===== src/rtl/mux4_rr_arbiter_if.sv =====
// Handshake bundle between four requesters, the arbiter and one downstream sink.
//   slave  : arbiter side. It takes the req_* and out_ready signals in and
//            drives req_ready, the out_* signals and busy.
//   master : environment side. It drives the requesters and the sink.
interface mux4_rr_arbiter_if #(
    parameter int DATA_W = 32
);
    logic [3:0]        req_valid;
    logic [3:0]        req_last;
    logic [DATA_W-1:0] req_data0;
    logic [DATA_W-1:0] req_data1;
    logic [DATA_W-1:0] req_data2;
    logic [DATA_W-1:0] req_data3;
    logic [3:0]        req_ready;
    logic              out_valid;
    logic [DATA_W-1:0] out_data;
    logic              out_last;
    logic [1:0]        out_sel;
    logic              out_ready;
    logic              busy;

    modport slave (
        input  req_valid, req_last, req_data0, req_data1, req_data2, req_data3, out_ready,
        output req_ready, out_valid, out_data, out_last, out_sel, busy
    );

    modport master (
        output req_valid, req_last, req_data0, req_data1, req_data2, req_data3, out_ready,
        input  req_ready, out_valid, out_data, out_last, out_sel, busy
    );
endinterface


===== src/rtl/mux4_rr_arbiter.sv =====
// Four-way round-robin burst arbiter with a single registered output stage.
// Ports:
//   clk   : rising-edge clock
//   rst_n : asynchronous active-low reset
//   bus   : mux4_rr_arbiter_if.slave. It carries the requester valid, last,
//           data and ready signals, the registered out_* beat with out_ready,
//           and busy.
// State table:
//   IDLE | arbitrating. No requester is granted and req_ready is 0000.
//   OWN  | the owner streams beats until it sends its last beat.
module mux4_rr_arbiter #(
    parameter int DATA_W = 32
) (
    input  logic                  clk,
    input  logic                  rst_n,
    mux4_rr_arbiter_if.slave      bus
);
    typedef enum logic {IDLE = 1'b0, OWN = 1'b1} state_t;

    state_t            state;
    logic [1:0]        owner;
    logic [1:0]        ptr;
    logic [1:0]        grant;
    logic              found;
    logic              out_valid_q;
    logic [DATA_W-1:0] out_data_q;
    logic              out_last_q;
    logic [1:0]        out_sel_q;
    logic              can_load;
    logic              xfer;
    logic [DATA_W-1:0] own_data;
    logic [3:0]        ready;

    // The scan runs from the highest offset down, so the lowest offset from
    // ptr that has a request is the last one written and wins.
    always_comb begin
        logic [1:0] cand;
        grant = ptr;
        found = 1'b0;
        cand  = ptr;
        for (int k = 3; k >= 0; k--) begin
            cand = ptr + 2'(k);
            if (bus.req_valid[cand]) begin
                grant = cand;
                found = 1'b1;
            end
        end
    end

    always_comb begin
        case (owner)
            2'd0:    own_data = bus.req_data0;
            2'd1:    own_data = bus.req_data1;
            2'd2:    own_data = bus.req_data2;
            default: own_data = bus.req_data3;
        endcase
    end

    // The output register can take a new beat when it is empty or draining.
    assign can_load = !out_valid_q || bus.out_ready;
    assign xfer     = (state == OWN) && bus.req_valid[owner] && can_load;

    always_comb begin
        ready = 4'b0000;
        if (state == OWN && can_load) begin
            ready[owner] = 1'b1;
        end
    end

    always_ff @(posedge clk or negedge rst_n) begin
        if (!rst_n) begin
            state       <= IDLE;
            owner       <= 2'd0;
            ptr         <= 2'd0;
            out_valid_q <= 1'b0;
            out_data_q  <= '0;
            out_last_q  <= 1'b0;
            out_sel_q   <= 2'd0;
        end else begin
            case (state)
                IDLE: begin
                    if (found) begin
                        owner <= grant;
                        state <= OWN;
                    end
                end
                OWN: begin
                    if (xfer && bus.req_last[owner]) begin
                        state <= IDLE;
                        ptr   <= owner + 2'd1;
                    end
                end
                default: state <= IDLE;
            endcase

            if (xfer) begin
                out_valid_q <= 1'b1;
                out_data_q  <= own_data;
                out_last_q  <= bus.req_last[owner];
                out_sel_q   <= owner;
            end else if (out_valid_q && bus.out_ready) begin
                out_valid_q <= 1'b0;
            end
        end
    end

    assign bus.req_ready = ready;
    assign bus.out_valid = out_valid_q;
    assign bus.out_data  = out_data_q;
    assign bus.out_last  = out_last_q;
    assign bus.out_sel   = out_sel_q;
    assign bus.busy      = (state == OWN);
endmodule


===== src/flat_wrapper.sv =====
// flat-port wrapper written by rule: the top's interface ports become plain ports
module mux4_rr_arbiter_flat 
#(
    parameter int DATA_W = 32
)
  (clk, rst_n, bus_req_valid, bus_req_last, bus_req_data0, bus_req_data1, bus_req_data2, bus_req_data3, bus_out_ready, bus_req_ready, bus_out_valid, bus_out_data, bus_out_last, bus_out_sel, bus_busy);
  mux4_rr_arbiter_if #(.DATA_W(DATA_W)) bus_i ();
  input  logic clk;
  input  logic rst_n;
  input wire logic [$bits(bus_i.req_valid)-1:0] bus_req_valid;
  input wire logic [$bits(bus_i.req_last)-1:0] bus_req_last;
  input wire logic [$bits(bus_i.req_data0)-1:0] bus_req_data0;
  input wire logic [$bits(bus_i.req_data1)-1:0] bus_req_data1;
  input wire logic [$bits(bus_i.req_data2)-1:0] bus_req_data2;
  input wire logic [$bits(bus_i.req_data3)-1:0] bus_req_data3;
  input wire logic [$bits(bus_i.out_ready)-1:0] bus_out_ready;
  output wire logic [$bits(bus_i.req_ready)-1:0] bus_req_ready;
  output wire logic [$bits(bus_i.out_valid)-1:0] bus_out_valid;
  output wire logic [$bits(bus_i.out_data)-1:0] bus_out_data;
  output wire logic [$bits(bus_i.out_last)-1:0] bus_out_last;
  output wire logic [$bits(bus_i.out_sel)-1:0] bus_out_sel;
  output wire logic [$bits(bus_i.busy)-1:0] bus_busy;
  assign bus_i.req_valid = bus_req_valid;
  assign bus_i.req_last = bus_req_last;
  assign bus_i.req_data0 = bus_req_data0;
  assign bus_i.req_data1 = bus_req_data1;
  assign bus_i.req_data2 = bus_req_data2;
  assign bus_i.req_data3 = bus_req_data3;
  assign bus_i.out_ready = bus_out_ready;
  assign bus_req_ready = bus_i.req_ready;
  assign bus_out_valid = bus_i.out_valid;
  assign bus_out_data = bus_i.out_data;
  assign bus_out_last = bus_i.out_last;
  assign bus_out_sel = bus_i.out_sel;
  assign bus_busy = bus_i.busy;
  mux4_rr_arbiter #(.DATA_W(DATA_W)) u_core (.clk(clk), .rst_n(rst_n), .bus(bus_i));
endmodule

===== config.mk =====
export PLATFORM = sky130hd
export DESIGN_NAME = mux4_rr_arbiter_flat
export DESIGN_NICKNAME = d
export VERILOG_FILES = /design/src/rtl/mux4_rr_arbiter_if.sv /design/src/rtl/mux4_rr_arbiter.sv /design/src/flat_wrapper.sv
export SDC_FILE = /design/constraint.sdc
export NUM_CORES = 1
export LEC_CHECK = 0
export BUFFER_PORTS_ARGS = -buffer_cell sky130_fd_sc_hd__buf_4
export CAP_MARGIN = 20
export CORE_ASPECT_RATIO = 2
export CORE_MARGIN = 2
export CORE_UTILIZATION = 44
export CTS_CLUSTER_SIZE = 20
export DETAILED_ROUTE_END_ITERATION = 7
export PLACE_DENSITY_LB_ADDON = 0.1
export SYNTH_ARGS = -nofsm -noshare
export SYNTH_HDL_FRONTEND = slang
export SYNTH_SLANG_ARGS = --single-unit

===== constraint.sdc =====
create_clock -name clk -period 5.5 [get_ports clk]
set_input_delay 0.55 -clock clk [delete_from_list [all_inputs] [get_ports clk]]
set_output_delay 0.55 -clock clk [all_outputs]
set_load 0.1 [all_outputs]

==> results_dict.tcl, run 1 <==
set metrics [dict create \
    grt_pass1_wl_um 12200 \
    fin_util_pct 72.6 \
    fillers 418 \
    dp_hpwl_um 5520 \
    ir_drop_v 0.000677 \
    drive_gt1_share_pct 44.6 \
    ys_seq_elements 41 \
    io_buffers 179 \
    h-tree-depth 2 \
    area_growth_pct 61.1 \
    row_count 38 \
    drt_first_pass_iters 7 \
    layout_min_cycle_time_ns 2.76 \
    synth_edf_count 0 \
    finish.instance_area_um2 3870 \
    cts_resized 0 \
    yosys.area_share.simple_pct 14.3 \
    die-area_um2 6100 \
    syn-cell-area_um2 2400 \
    ant_nets 0 \
    synth.distinct_cells 28 \
    synth_nets 423 \
    grt_pass1_vias 2594 \
    start_util_pct 45.1 \
    synth.area.mux_share_pct 3.65 \
    fin_skew_ns 0.00579 \
    grt_usage_pct 24.6 \
    slew_headroom_pct 60.3 \
    fmax_mhz 362 \
    vias 2793 \
    finalSetupTns_ns 0 \
    clkSinkCount 41 \
    drtIter0Drc 241 \
    antenna_found_initial 0 \
    dieWidth_um 56.2 \
    cp_slowest_cell "ha_1" \
    rsz0062_at_grt "no" \
    wl_per_cell_um 15.0 \
    fp.dieH_um 108 \
    cts_buffers 5 \
    p_total_w 0.00283 \
    synth_top_area_cell "dfrtp_1" \
    power_density_nw_per_um2 731 \
    core_um2 5330 \
    cts_tree "built" \
    rrSetupSlack_ns 3.34 \
    drv_slew 0 \
    path_cells "inv_1 > ha_1 > buf_8 > and3_1 > buf_4" \
    worst_setup_path_end_kind "output pin" \
    insertion_delay_ns 0.29 \
    clkTransAtPathRegs_ns 0.08 \
    synth_warnings 0 \
    ctsHoldBuffers 0 \
    p_leak_nw 1.95 \
    hp-class "primary input to async pin" \
    required_ns 4.95 \
    netlist_top_cells_area "dfrtp_1 43%, a222oi_1 13%, a21oi_1 6.9%" \
    criticalPathCategory "flip-flop to output pin" \
    arrival_ns 2.21 \
    r2r_start "u_core.owner[0]" \
    grt_max_degree 65 \
    avgSynthCellArea_um2 8.60 \
    setup_viol 0 \
    finalHoldViolCount 0 \
    n_antenna_cell 0 \
    synth_top_area_share_pct 42.8 \
    synth-main-ff-cell "dfrtp_1" \
    drv_cap 0 \
    grt_overflow 0 \
    hold_ws_ns 0.228 \
    drc 0 \
    worst-path-max-fanout 19 \
    nets 585 \
    clockBufferDepth 2 \
    synthTopCellsByCount "41 x dfrtp_1, 40 x nand2_1, 34 x nor2_1" \
    drt_wl_total_um 7550 \
    critPathMaxStageDelay_ns 0.54 \
    tightest_slew_ns 0.595 \
    yosys.cell_count.top_type "dfrtp_1" \
    synthAdderAreaFrac_pct 2.61 \
    synthCells 279 \
    reg2reg_depth 7 \
    reg2reg_to "u_core.bus.out_data[27]" \
    dpl_cell_area_um2 3680 \
    worst_setup_path_start_kind "flip-flop" \
    ios 180 \
    postCtsSetupRepairBufs 0 \
    gp_congestion 0.850 \
    period_share_pct 50.3 \
    critPathLaunch "u_core.owner[0]" \
    status "complete, no violations" \
    synthXorXnorAreaFrac_pct 0 \
    async_reset_ff_share_pct 100 \
    synth-compound-area-share_pct 30.1 \
    viasPerCell 5.56 \
    synth_top_family_by_area "compound AO/OA/AOI/OAI gates" \
    critical_path.endpoint "bus_req_ready[2]" \
    seq_area_frac_synth_pct 42.8 \
    cts_root_buf "clkbuf_8" \
]
[logic make-up (layout without fill, tap and decap cells)]
group / after synthesis / count (layout)
DFF: 41 / 41
buffers and inverters: 33 / 196
AOI/OAI and AO/OA: 110 / 110
adders and majority gates: 5 / 5
and+or+nand+nor: 84 / 84
muxes: 6 / 6
[power by group]
part           internal, W  total [W]  switching, W
logic             0.000554    0.00204       0.00149
clock network     0.000148   0.000248      0.000100
registers         0.000438   0.000538      0.000100
total              0.00114    0.00283       0.00169
[worst max-delay path: cells and delay by family (launching register included)]
| family | cells | cell delay [ns] |
|---|---|---|
| AND/OR/NAND/NOR | 1 | 0.17 |
| buffers and inverters | 3 | 0.71 |
| flip-flops | 1 | 0.50 |
| adder cells (fa/ha/maj) | 1 | 0.54 |
[how the worst min path moves through the flow]
stage | slack (ns) | endpoint | from
6_report | 0.23 | u_core.bus.out_data[28] | rst_n
5_1_grt | 0.27 | u_core.bus.out_data[28] | rst_n
4_1_cts | 0.24 | u_core.bus.out_data[28] | rst_n
3_5_place_dp | 0.47 | u_core.bus.out_last | u_core.bus.out_last
3_3_place_gp | 0.47 | u_core.bus.out_last | u_core.bus.out_last
2_1_floorplan | 0.25 | u_core.bus.busy | rst_n
[cell type report]
cell class	instances	area, µm²	share of cell area (%)
inverters	4	15.0	0.388
well taps	60	75.1	1.94
clock buffers	7	86.3	2.23
flip-flops and latches	41	1030	26.5
multi-input cells	205	1220	31.5
clock inverters	1	30.0	0.777
repair buffers	184	1420	36.6
[cell usage in the layout (no fill, tap or decap), types with 2 or more instances in the layout]
cell and count:
buf_4 180, dfrtp_1 41, nand2_1 40, nor2_1 34
a21oi_1 33, a222oi_1 32, o21ai_1 28, o21ai_0 11
clkbuf_8 6, inv_1 4, and3_1 4, ha_1 4
a31oi_1 3, buf_8 3, mux4_2 2, mux2i_1 2
mux2_2 2
[metrics by stage]
step / worst slack (ns) / std cells
final: 2.74 / 502
after global routing: 2.64 / 502
after CTS: 2.40 / 498
after detailed placement: 2.71 / 490
after global placement: 2.82 / 490
after floorplan: 2.87 / 279
[routing by layer]
metal  GRT usage [%]  wire, µm  vias up
met2            42.4      3850      148
met1            29.2      2920     1267
met5               0         0        -
li1                -         -     1368
met4            7.65        78        0
met3            7.30       700       10
[state kept, by name (all words and copies together), names as in the netlist]
register / count
u_core.bus.out_data: 32
u_core.bus.out_sel: 2
u_core.owner: 2
u_core.ptr: 2
u_core.bus.busy: 1
u_core.bus.out_last: 1
u_core.bus.out_valid: 1
Note: power is estimated with default switching activity, not from simulation.
==> run 2, diff against run 1 <==
CORE_UTILIZATION = 40   (was 44)
clock period = 2.6 ns   (was 5.5 ns; I/O delays follow)
==> results_dict.tcl, run 2 (synthesis results as in run 1) <==
set metrics [dict create \
    setup_viol 0 \
    period_share_pct 83.1 \
    power_density_nw_per_um2 1570 \
    fmax_mhz 463 \
    grt_overflow 0 \
    ant_nets 0 \
    final_cell_mix "185 x buf_4, 41 x dfrtp_1, 40 x nand2_1" \
    drt_wl_total_um 7850 \
    layout_setup_ws_ns 0.439 \
    fin_util_pct 66.9 \
    violations "DRC" \
    area_growth_pct 64.5 \
    dp_hpwl_um 6070 \
    clkSinkCount 41 \
    status "finished, violations left" \
    worst-path-max-fanout 21 \
    criticalPathCategory "flip-flop to output pin" \
    fin_skew_ns 0.00584 \
    n_antenna_cell 0 \
    start_util_pct 40.6 \
    cts_root_buf "clkbuf_16" \
    ios 180 \
    worst_setup_path_end_kind "output pin" \
    grt_pass1_vias 2739 \
    slew_headroom_pct 62.2 \
    worst_setup_path_start_kind "flip-flop" \
    fp.dieH_um 114 \
    drive_gt1_share_pct 44.8 \
    viasPerCell 5.46 \
    rsz0062_at_grt "no" \
    cts_tree "built" \
    grt_usage_pct 24.0 \
    drtIter0Drc 236 \
    grt_max_degree 42 \
    finalSetupTns_ns 0 \
    drt_first_pass_iters 8 \
    reg2reg_depth 7 \
    wl_per_cell_um 15.4 \
    arrival_ns 1.90 \
    vias 2778 \
    final_common_cell "buf_4" \
    required_ns 2.34 \
    cts_buffers 5 \
    clkTransAtPathRegs_ns 0.06 \
    core_um2 5910 \
    drv_slew 0 \
    fillers 505 \
    ir_drop_v 0.000821 \
    dp_slack_ns 0.571 \
    insertion_delay_ns 0.28 \
    h-tree-depth 2 \
    drc 16 \
    io_buffers 179 \
    hp-class "primary input to flip-flop" \
    finalHoldViolCount 0 \
    row_count 40 \
    tightest_slew_ns 0.567 \
    clockBufferDepth 2 \
    nets 589 \
    dieWidth_um 58.8 \
    whs_path_depth 3 \
    p_leak_nw 2.00 \
    largest_reg_flops 32 \
    die-area_um2 6670 \
    gp_congestion 0.835 \
    grt_pass1_wl_um 12600 \
    drv_cap 0 \
    antenna_found_initial 0 \
    layout_min_cycle_time_ns 2.16 \
]
## run 2: power breakdown
group / switching, W / internal, W / leakage [nW]
registers: 0.000226 / 0.000928 / 0.513
logic: 0.00313 / 0.00119 / 1.40
clock network: 0.000241 / 0.000479 / 0.0841
## run 2: worst max-delay path, stage by stage (launching register included)
cell	delay, ns
dfrtp_1	0.50
inv_1	0.17
ha_1	0.19
buf_4	0.26
and3_1	0.20
buf_4	0.29
## run 2: through the flow
stage                     cell area (µm²)  power, W  cells  hold WS [ns]
after global routing                 3950   0.00661    509         0.253
after detailed placement             3770   0.00551    500         0.276
final                                3950   0.00620    509         0.240
after global placement               3770   0.00543    500         0.262
after CTS                            3950   0.00624    509         0.239
after floorplan                      2400   0.00451    279       -0.0356
## run 2: area by class of cell
type	instances	area, µm²	share of cell area (%)
timing repair buffer	188	1440	36.4
clock buffer	7	143	3.61
inverter	4	15.0	0.380
clock inverter	1	30.0	0.760
sequential	41	1030	26.0
tap	63	78.8	2.00
multi-input combinational	205	1220	30.8
## run 2: timing repair
item                       CTS  global route
setup buffers                0             0
resized for setup            0             0
setup endpoints to repair    0             0
hold buffers                 1             0
hold endpoints to repair    41             0
## run 2: final timing paths
path                                         start                 endpoint  slack (ns)
min reg2reg                u_core.bus.out_data[20]  u_core.bus.out_data[20]        0.49
max in group asynchronous                    rst_n  u_core.bus.out_data[28]        1.74
max reg2reg                        u_core.owner[0]  u_core.bus.out_data[25]        0.58
min                              bus_req_data3[24]  u_core.bus.out_data[24]        0.24
min in group asynchronous                    rst_n  u_core.bus.out_data[16]        0.49
max                                u_core.owner[0]         bus_req_ready[2]        0.44
## run 2: layer usage
metal / vias up / global-route usage, % / part of all wire, %
met3: 6 / 5.67 / 9.8
li1: 1380 / - / -
met1: 1257 / 28.8 / 38
met5: - / 0 / 0
met2: 135 / 41.6 / 51
met4: 0 / 6.82 / 1.1
